`src/rtl/alu_req_arbiter_if.sv`:
```
// alu_req_arbiter_if: request, response and ALU-side signals of the ALU request arbiter.
//   req0_*/req1_* : valid/ready operation channels (operands A/B, 2-bit opcode)
//   rsp_*         : single response channel (valid/ready, requester id, result, carry)
//   alu_*         : operands, opcode and enable to the ALU; result and carry/borrow back
//   slave modport : arbiter view; master modport : requester/consumer/ALU view
interface alu_req_arbiter_if;
    logic       req0_valid, req0_ready;
    logic [3:0] req0_a, req0_b;
    logic [1:0] req0_op;
    logic       req1_valid, req1_ready;
    logic [3:0] req1_a, req1_b;
    logic [1:0] req1_op;
    logic       rsp_valid, rsp_ready, rsp_id, rsp_carry;
    logic [3:0] rsp_result;
    logic [3:0] alu_a, alu_b, alu_out;
    logic [1:0] alu_cont;
    logic       alu_en, alu_carry_borrow;
    modport slave (
        input  req0_valid, req0_a, req0_b, req0_op,
        input  req1_valid, req1_a, req1_b, req1_op,
        input  rsp_ready, alu_out, alu_carry_borrow,
        output req0_ready, req1_ready,
        output rsp_valid, rsp_id, rsp_result, rsp_carry,
        output alu_a, alu_b, alu_cont, alu_en
    );
    modport master (
        output req0_valid, req0_a, req0_b, req0_op,
        output req1_valid, req1_a, req1_b, req1_op,
        output rsp_ready, alu_out, alu_carry_borrow,
        input  req0_ready, req1_ready,
        input  rsp_valid, rsp_id, rsp_result, rsp_carry,
        input  alu_a, alu_b, alu_cont, alu_en
    );
endinterface

```
`src/rtl/alu_req_arbiter.sv`:
```
// alu_req_arbiter: shares one 4-bit ALU between two requesters (IDLE -> EXEC -> RESP).
//   i_clk       : clock, rising edge
//   i_rst_n     : synchronous active-low reset
//   bus         : alu_req_arbiter_if.slave (request channels, response channel, ALU drive)
//   o_gnt_cnt0/1: saturating per-requester grant counters, CNT_W bits
//   ALU_ARB_RR_EN defined: round-robin tie-break; undefined: requester 0 wins ties.
module alu_req_arbiter #(
    parameter int CNT_W = 8
) (
    input  logic             i_clk,
    input  logic             i_rst_n,
    alu_req_arbiter_if.slave bus,
    output logic [CNT_W-1:0] o_gnt_cnt0,
    output logic [CNT_W-1:0] o_gnt_cnt1
);
    typedef enum logic [1:0] {IDLE, EXEC, RESP} state_t;

    state_t           r_state, w_next;
    logic [3:0]       r_a, r_b, r_result;
    logic [1:0]       r_op;
    logic             r_id, r_carry;
    logic [CNT_W-1:0] r_cnt0, r_cnt1;
    logic             w_any, w_pick1, w_accept;

    assign w_any = bus.req0_valid || bus.req1_valid;

`ifdef ALU_ARB_RR_EN
    // r_last holds the requester granted most recently; on a tie the other one wins.
    logic r_last;
    assign w_pick1 = bus.req1_valid && (!bus.req0_valid || !r_last);
    always_ff @(posedge i_clk) begin
        if (!i_rst_n)
            r_last <= 1'b1;
        else if (w_accept)
            r_last <= w_pick1;
    end
`else
    assign w_pick1 = bus.req1_valid && !bus.req0_valid;
`endif

    // Gated by reset so no READY leaks out while reset is held.
    assign w_accept       = i_rst_n && r_state == IDLE && w_any;
    assign bus.req0_ready = w_accept && !w_pick1;
    assign bus.req1_ready = w_accept && w_pick1;

    always_comb begin
        w_next = r_state;
        case (r_state)
            IDLE:    w_next = w_any ? EXEC : IDLE;
            EXEC:    w_next = RESP;
            RESP:    w_next = bus.rsp_ready ? IDLE : RESP;
            default: w_next = IDLE;
        endcase
    end

    always_ff @(posedge i_clk) begin
        if (!i_rst_n) begin
            r_state  <= IDLE;
            r_a      <= '0;
            r_b      <= '0;
            r_op     <= '0;
            r_id     <= 1'b0;
            r_result <= '0;
            r_carry  <= 1'b0;
            r_cnt0   <= '0;
            r_cnt1   <= '0;
        end else begin
            r_state <= w_next;
            if (w_accept) begin
                r_a  <= w_pick1 ? bus.req1_a : bus.req0_a;
                r_b  <= w_pick1 ? bus.req1_b : bus.req0_b;
                r_op <= w_pick1 ? bus.req1_op : bus.req0_op;
                r_id <= w_pick1;
                if (w_pick1)
                    r_cnt1 <= r_cnt1 + CNT_W'(!(&r_cnt1));
                else
                    r_cnt0 <= r_cnt0 + CNT_W'(!(&r_cnt0));
            end
            if (r_state == EXEC) begin
                r_result <= bus.alu_out;
                // Carry/borrow only has meaning for ADD/SUB.
                r_carry  <= bus.alu_carry_borrow && !r_op[1];
            end
        end
    end

    assign bus.rsp_valid  = r_state == RESP;
    assign bus.rsp_id     = r_id;
    assign bus.rsp_result = r_result;
    assign bus.rsp_carry  = r_carry;
    assign bus.alu_a      = r_a;
    assign bus.alu_b      = r_b;
    assign bus.alu_cont   = r_op;
    assign bus.alu_en     = r_state == EXEC;
    assign o_gnt_cnt0     = r_cnt0;
    assign o_gnt_cnt1     = r_cnt1;
endmodule

```
`src/flat_wrapper.sv`:
```
// flat-port wrapper written by rule: the top's interface ports become plain ports
module alu_req_arbiter_flat 
#(
    parameter int CNT_W = 8
)
  (i_clk, i_rst_n, o_gnt_cnt0, o_gnt_cnt1, bus_req0_valid, bus_req0_a, bus_req0_b, bus_req0_op, bus_req1_valid, bus_req1_a, bus_req1_b, bus_req1_op, bus_rsp_ready, bus_alu_out, bus_alu_carry_borrow, bus_req0_ready, bus_req1_ready, bus_rsp_valid, bus_rsp_id, bus_rsp_result, bus_rsp_carry, bus_alu_a, bus_alu_b, bus_alu_cont, bus_alu_en);
  alu_req_arbiter_if bus_i ();
  input  logic i_clk;
  input  logic i_rst_n;
  output logic [CNT_W-1:0] o_gnt_cnt0;
  output logic [CNT_W-1:0] o_gnt_cnt1;
  input wire logic [$bits(bus_i.req0_valid)-1:0] bus_req0_valid;
  input wire logic [$bits(bus_i.req0_a)-1:0] bus_req0_a;
  input wire logic [$bits(bus_i.req0_b)-1:0] bus_req0_b;
  input wire logic [$bits(bus_i.req0_op)-1:0] bus_req0_op;
  input wire logic [$bits(bus_i.req1_valid)-1:0] bus_req1_valid;
  input wire logic [$bits(bus_i.req1_a)-1:0] bus_req1_a;
  input wire logic [$bits(bus_i.req1_b)-1:0] bus_req1_b;
  input wire logic [$bits(bus_i.req1_op)-1:0] bus_req1_op;
  input wire logic [$bits(bus_i.rsp_ready)-1:0] bus_rsp_ready;
  input wire logic [$bits(bus_i.alu_out)-1:0] bus_alu_out;
  input wire logic [$bits(bus_i.alu_carry_borrow)-1:0] bus_alu_carry_borrow;
  output wire logic [$bits(bus_i.req0_ready)-1:0] bus_req0_ready;
  output wire logic [$bits(bus_i.req1_ready)-1:0] bus_req1_ready;
  output wire logic [$bits(bus_i.rsp_valid)-1:0] bus_rsp_valid;
  output wire logic [$bits(bus_i.rsp_id)-1:0] bus_rsp_id;
  output wire logic [$bits(bus_i.rsp_result)-1:0] bus_rsp_result;
  output wire logic [$bits(bus_i.rsp_carry)-1:0] bus_rsp_carry;
  output wire logic [$bits(bus_i.alu_a)-1:0] bus_alu_a;
  output wire logic [$bits(bus_i.alu_b)-1:0] bus_alu_b;
  output wire logic [$bits(bus_i.alu_cont)-1:0] bus_alu_cont;
  output wire logic [$bits(bus_i.alu_en)-1:0] bus_alu_en;
  assign bus_i.req0_valid = bus_req0_valid;
  assign bus_i.req0_a = bus_req0_a;
  assign bus_i.req0_b = bus_req0_b;
  assign bus_i.req0_op = bus_req0_op;
  assign bus_i.req1_valid = bus_req1_valid;
  assign bus_i.req1_a = bus_req1_a;
  assign bus_i.req1_b = bus_req1_b;
  assign bus_i.req1_op = bus_req1_op;
  assign bus_i.rsp_ready = bus_rsp_ready;
  assign bus_i.alu_out = bus_alu_out;
  assign bus_i.alu_carry_borrow = bus_alu_carry_borrow;
  assign bus_req0_ready = bus_i.req0_ready;
  assign bus_req1_ready = bus_i.req1_ready;
  assign bus_rsp_valid = bus_i.rsp_valid;
  assign bus_rsp_id = bus_i.rsp_id;
  assign bus_rsp_result = bus_i.rsp_result;
  assign bus_rsp_carry = bus_i.rsp_carry;
  assign bus_alu_a = bus_i.alu_a;
  assign bus_alu_b = bus_i.alu_b;
  assign bus_alu_cont = bus_i.alu_cont;
  assign bus_alu_en = bus_i.alu_en;
  alu_req_arbiter #(.CNT_W(CNT_W)) u_core (.i_clk(i_clk), .i_rst_n(i_rst_n), .bus(bus_i), .o_gnt_cnt0(o_gnt_cnt0), .o_gnt_cnt1(o_gnt_cnt1));
endmodule
```
`config.mk`:
```
export PLATFORM = sky130hd
export DESIGN_NAME = alu_req_arbiter_flat
export DESIGN_NICKNAME = d
export VERILOG_FILES = /design/src/rtl/alu_req_arbiter_if.sv /design/src/rtl/alu_req_arbiter.sv /design/src/flat_wrapper.sv
export SDC_FILE = /design/constraint.sdc
export NUM_CORES = 1
export LEC_CHECK = 0
export BUFFER_PORTS_ARGS = -buffer_cell sky130_fd_sc_hd__buf_2
export CORE_UTILIZATION = 28
export DETAILED_ROUTE_END_ITERATION = 8
export PLACE_DENSITY = 0.59
export SLEW_MARGIN = 20
export SYNTH_ARGS = -nofsm -noshare
export SYNTH_HDL_FRONTEND = slang
export SYNTH_SLANG_ARGS = --single-unit
```
`constraint.sdc`:
```
create_clock -name i_clk -period 4.31 [get_ports i_clk]
set_input_delay 0.6465 -clock i_clk [delete_from_list [all_inputs] [get_ports i_clk]]
set_output_delay 0.6465 -clock i_clk [all_outputs]
set_load 0.02 [all_outputs]
```
==> impl_results.md <==
* Final Setup Violations at 0
* Pwr/cell area at 331.5 nW/um^2
* CTS Root Cell: clkbuf_8
* Netlist Area Pre-Place at 1604 sq um
* Outcome: finished clean
* Critical Path, Cell by Cell: buf_2 -> or3b_4 -> nor2_1 -> buf_2
* Top-level port count at 66
* CTS max path bufs at 2
* CP bufs+invs at 2
* Clock sinks at 34
* PnR worst setup slack at 1.890 ns
* Most used DFF post-synth: dfxtp_1
* Critical R2R Launch: u_core.o_gnt_cnt1[4]
* CP Max Fanout at 32
* GRT Total Usage at 0.1343
* DP Wirelength at 2774 microns
* TritonCTS clock tree: yes
* Register area share after synthesis at 0.4243
* Cells after synthesis at roughly 190
* Row count at 27
* Largest delay share family, worst path: simple AND/OR/NAND/NOR gates
* Antenna diodes at 0
* Top sig layer: met4
* Min-delay worst type: flip-flop to flip-flop
* Post-route ant nets at 0
* Min cycle time layout at ~2.4 ns
* Met1 wire length at 1824 microns
* RSZ-0062 raised after global routing: no
* Total Nets Final at around 280
* CP Launch Point: i_rst_n
* Unique masters post-synth at 33
* Vias in the first global route at approximately 1.4k
* Slowest CP cell: or3b_4
* Setup TNS at 0 ns
* Fraction of registers with async set/reset at 0
* Multiplexer share of the synthesized area at 0.06240
* H-tree lvl count at 2
* Hold Fails Final Rpt at 0
* Final clock skew at 0.005782 ns
* Final Max Slew Viols at 0
* Via count at 1,577
* Die extent in x at 77.69 microns
* Initial antenna violation count at 0
* Static Leak at a little over 0.9 nW
* Max_cap viols at 0
* PortBufs at 65
* Crit Path Class: primary input to output pin
* #FFs+latches synth at 34
* CORE AREA at 5507 sq um
* Main combinational cell family by area after synthesis: simple AND/OR/NAND/NOR gates
* Post-route DRC at 0
* Synth-to-layout area growth at 28.24%
* Drt total wl at 3909 microns
* Post-cts resize count at 0
* Die area at 6036 sq um
* Met2 WL post-DR at around 1800 microns
* Initial drt markers at between 50 and 60
* GRT overflow at 0
* WL per Instance at between 10 and 15 microns
* Layout cells sized above 1 at 0.2972
* Cts bufs inserted at 5
* Fmax at 413.2 MHz
* Startpoint class of the critical path: primary input
* Post-synth EDFFs at 0
* Via density at between 4 and 5
* Area fraction in compound gates after synthesis at 0.1864
* Worst EP required at 3.66 ns
* GPL Wtd Cong at 0.7086
* Power Total at 681.9 uW
* WL met3 at 233 microns
* Post-Place Setup Slack at 1.890 ns
* Worst path max stage delay at just under 0.6 ns
* Yosys warns at 0
* Hold Crit Start: u_core.bus.rsp_carry
* First-pass GRT wire length at 6417 microns
* Iteration count of the initial detailed-routing pass at 5
* Pin count of the biggest net entering global routing at 33
* Post-Synth Adder-Cell Area at 0.03120
* Crit path capture type: output pin
* Die Y at ~78 microns
* Least-Margin Pin Slew at 0.8637 ns
* Relative slew slack at 0.4235
* VDD IR max at between 0.1 and 0.15 mV
* CTS clk-pin slew, worst paths at roughly 0.070 ns
* Avg Inst Size Synth at 8.532 sq um
* Mapped Nets at 222
* Crit-path most repeated cell: buf_2
* Post-Synth XOR/XNOR Area at 0
* Worst skew pair latency at 0.28 ns
* Initial Utilization at 0.2913
* Arr. time, crit path at 1.77 ns
* Final period util at 0.5615
* Hold buffers post-CTS at 0
* Setup Fix Bufs, Post-CTS at 0
* Synth Area in Simple Gates at 0.2480
==> path summary, 6_finish.rpt <==
check	end	slack, ns	cells past startpoint
setup / recovery	bus_req1_ready	1.89	4
hold / removal	u_core.bus.rsp_carry	0.48	2
setup reg to reg	u_core.o_gnt_cnt1[6]	2.50	8
hold reg to reg	u_core.bus.rsp_carry	0.48	2
==> flip-flops by register name, indices dropped and copies added, names as in the netlist <==
signal and flops:
u_core.bus.alu_a 4, u_core.o_gnt_cnt0 8, u_core.bus.rsp_id 1, u_core.bus.rsp_result 4, u_core.bus.alu_b 4, u_core.r_state 2, u_core.o_gnt_cnt1 8, u_core.bus.rsp_carry 1
u_core.bus.alu_cont 2
==> synthesized netlist by cell type, drive strengths merged (4+ instances only) <==
cell type,instances,area share
a21o,7,0.033
a21oi,22,0.069
clkbuf,10,0.023
dfxtp,34,0.42
ha,4,0.031
inv,6,0.014
mux2i,10,0.062
nand2,18,0.042
nand2b,6,0.023
nand3,7,0.022
nand3b,9,0.042
nand4,4,0.016
nor2,9,0.021
o21ai,14,0.044
==> layer usage <==
metal	up-vias	global-route usage
met4	0	0.03962
met5	-	0
li1	794	-
met2	40	0.2239
met3	6	0.04706
met1	737	0.1616
==> logic make-up after synthesis <==
logic type,Yosys count
adder cells (fa/ha/maj),4
multiplexers,10
AO/OA/AOI/OAI,51
buffers and inverters,18
flip-flops,34
AND/OR/NAND/NOR,71
==> through the flow <==
step	instances	area [sq um]	hold WS, ns	utilization
global placement	313	1966	0.4559	0.3570
finish	321	2057	0.4800	0.3736
CTS	321	2057	0.4807	0.3736
floorplan	188	1604	0.5443	-
global route	321	2057	0.5033	0.3736
detailed placement	313	1966	0.4689	0.3570
==> layout by cell type (no fill, tap or decap), types with 5 or more instances in the layout <==
| cell | Yosys | routed |
|---|---|---|
| nand3b_1 | 9 | 9 |
| nor2_1 | 9 | 9 |
| dfxtp_1 | 34 | 34 |
| buf_2 | 1 | 65 |
| o21ai_1 | 14 | 14 |
| a21o_1 | 7 | 7 |
| clkbuf_8 | 0 | 6 |
| nand3_1 | 7 | 7 |
| mux2i_1 | 10 | 10 |
| nand2b_1 | 6 | 6 |
| inv_1 | 5 | 5 |
| a21oi_1 | 22 | 22 |
| nand2_1 | 18 | 18 |
==> where the power goes <==
| part | leakage [nW] | internal [mW] | total (mW) | switching [mW] |
|---|---|---|---|---|
| logic | 0.600 | 0.0396 | 0.105 | 0.0651 |
| clock network | 0.0482 | 0.129 | 0.242 | 0.114 |
| registers | 0.276 | 0.327 | 0.335 | 0.00765 |
| total | 0.924 | 0.496 | 0.682 | 0.186 |
==> cell type report <==
cell class	count	area, sq um
Clock buffer	7	86.33
Clock inverter	1	5.005
Fill cell	592	3450
Inverter	6	22.52
Multi-Input combinational cell	136	847.1
Sequential cell	34	680.7
Tap cell	72	90.09
Timing Repair Buffer	65	325.3
==> worst min-delay path: stages (launching register included) <==
cell and delay [ns]:
dfxtp_1 0.31, nand2b_1 0.06, a21oi_1 0.06
(Power assumes the default switching activity.)
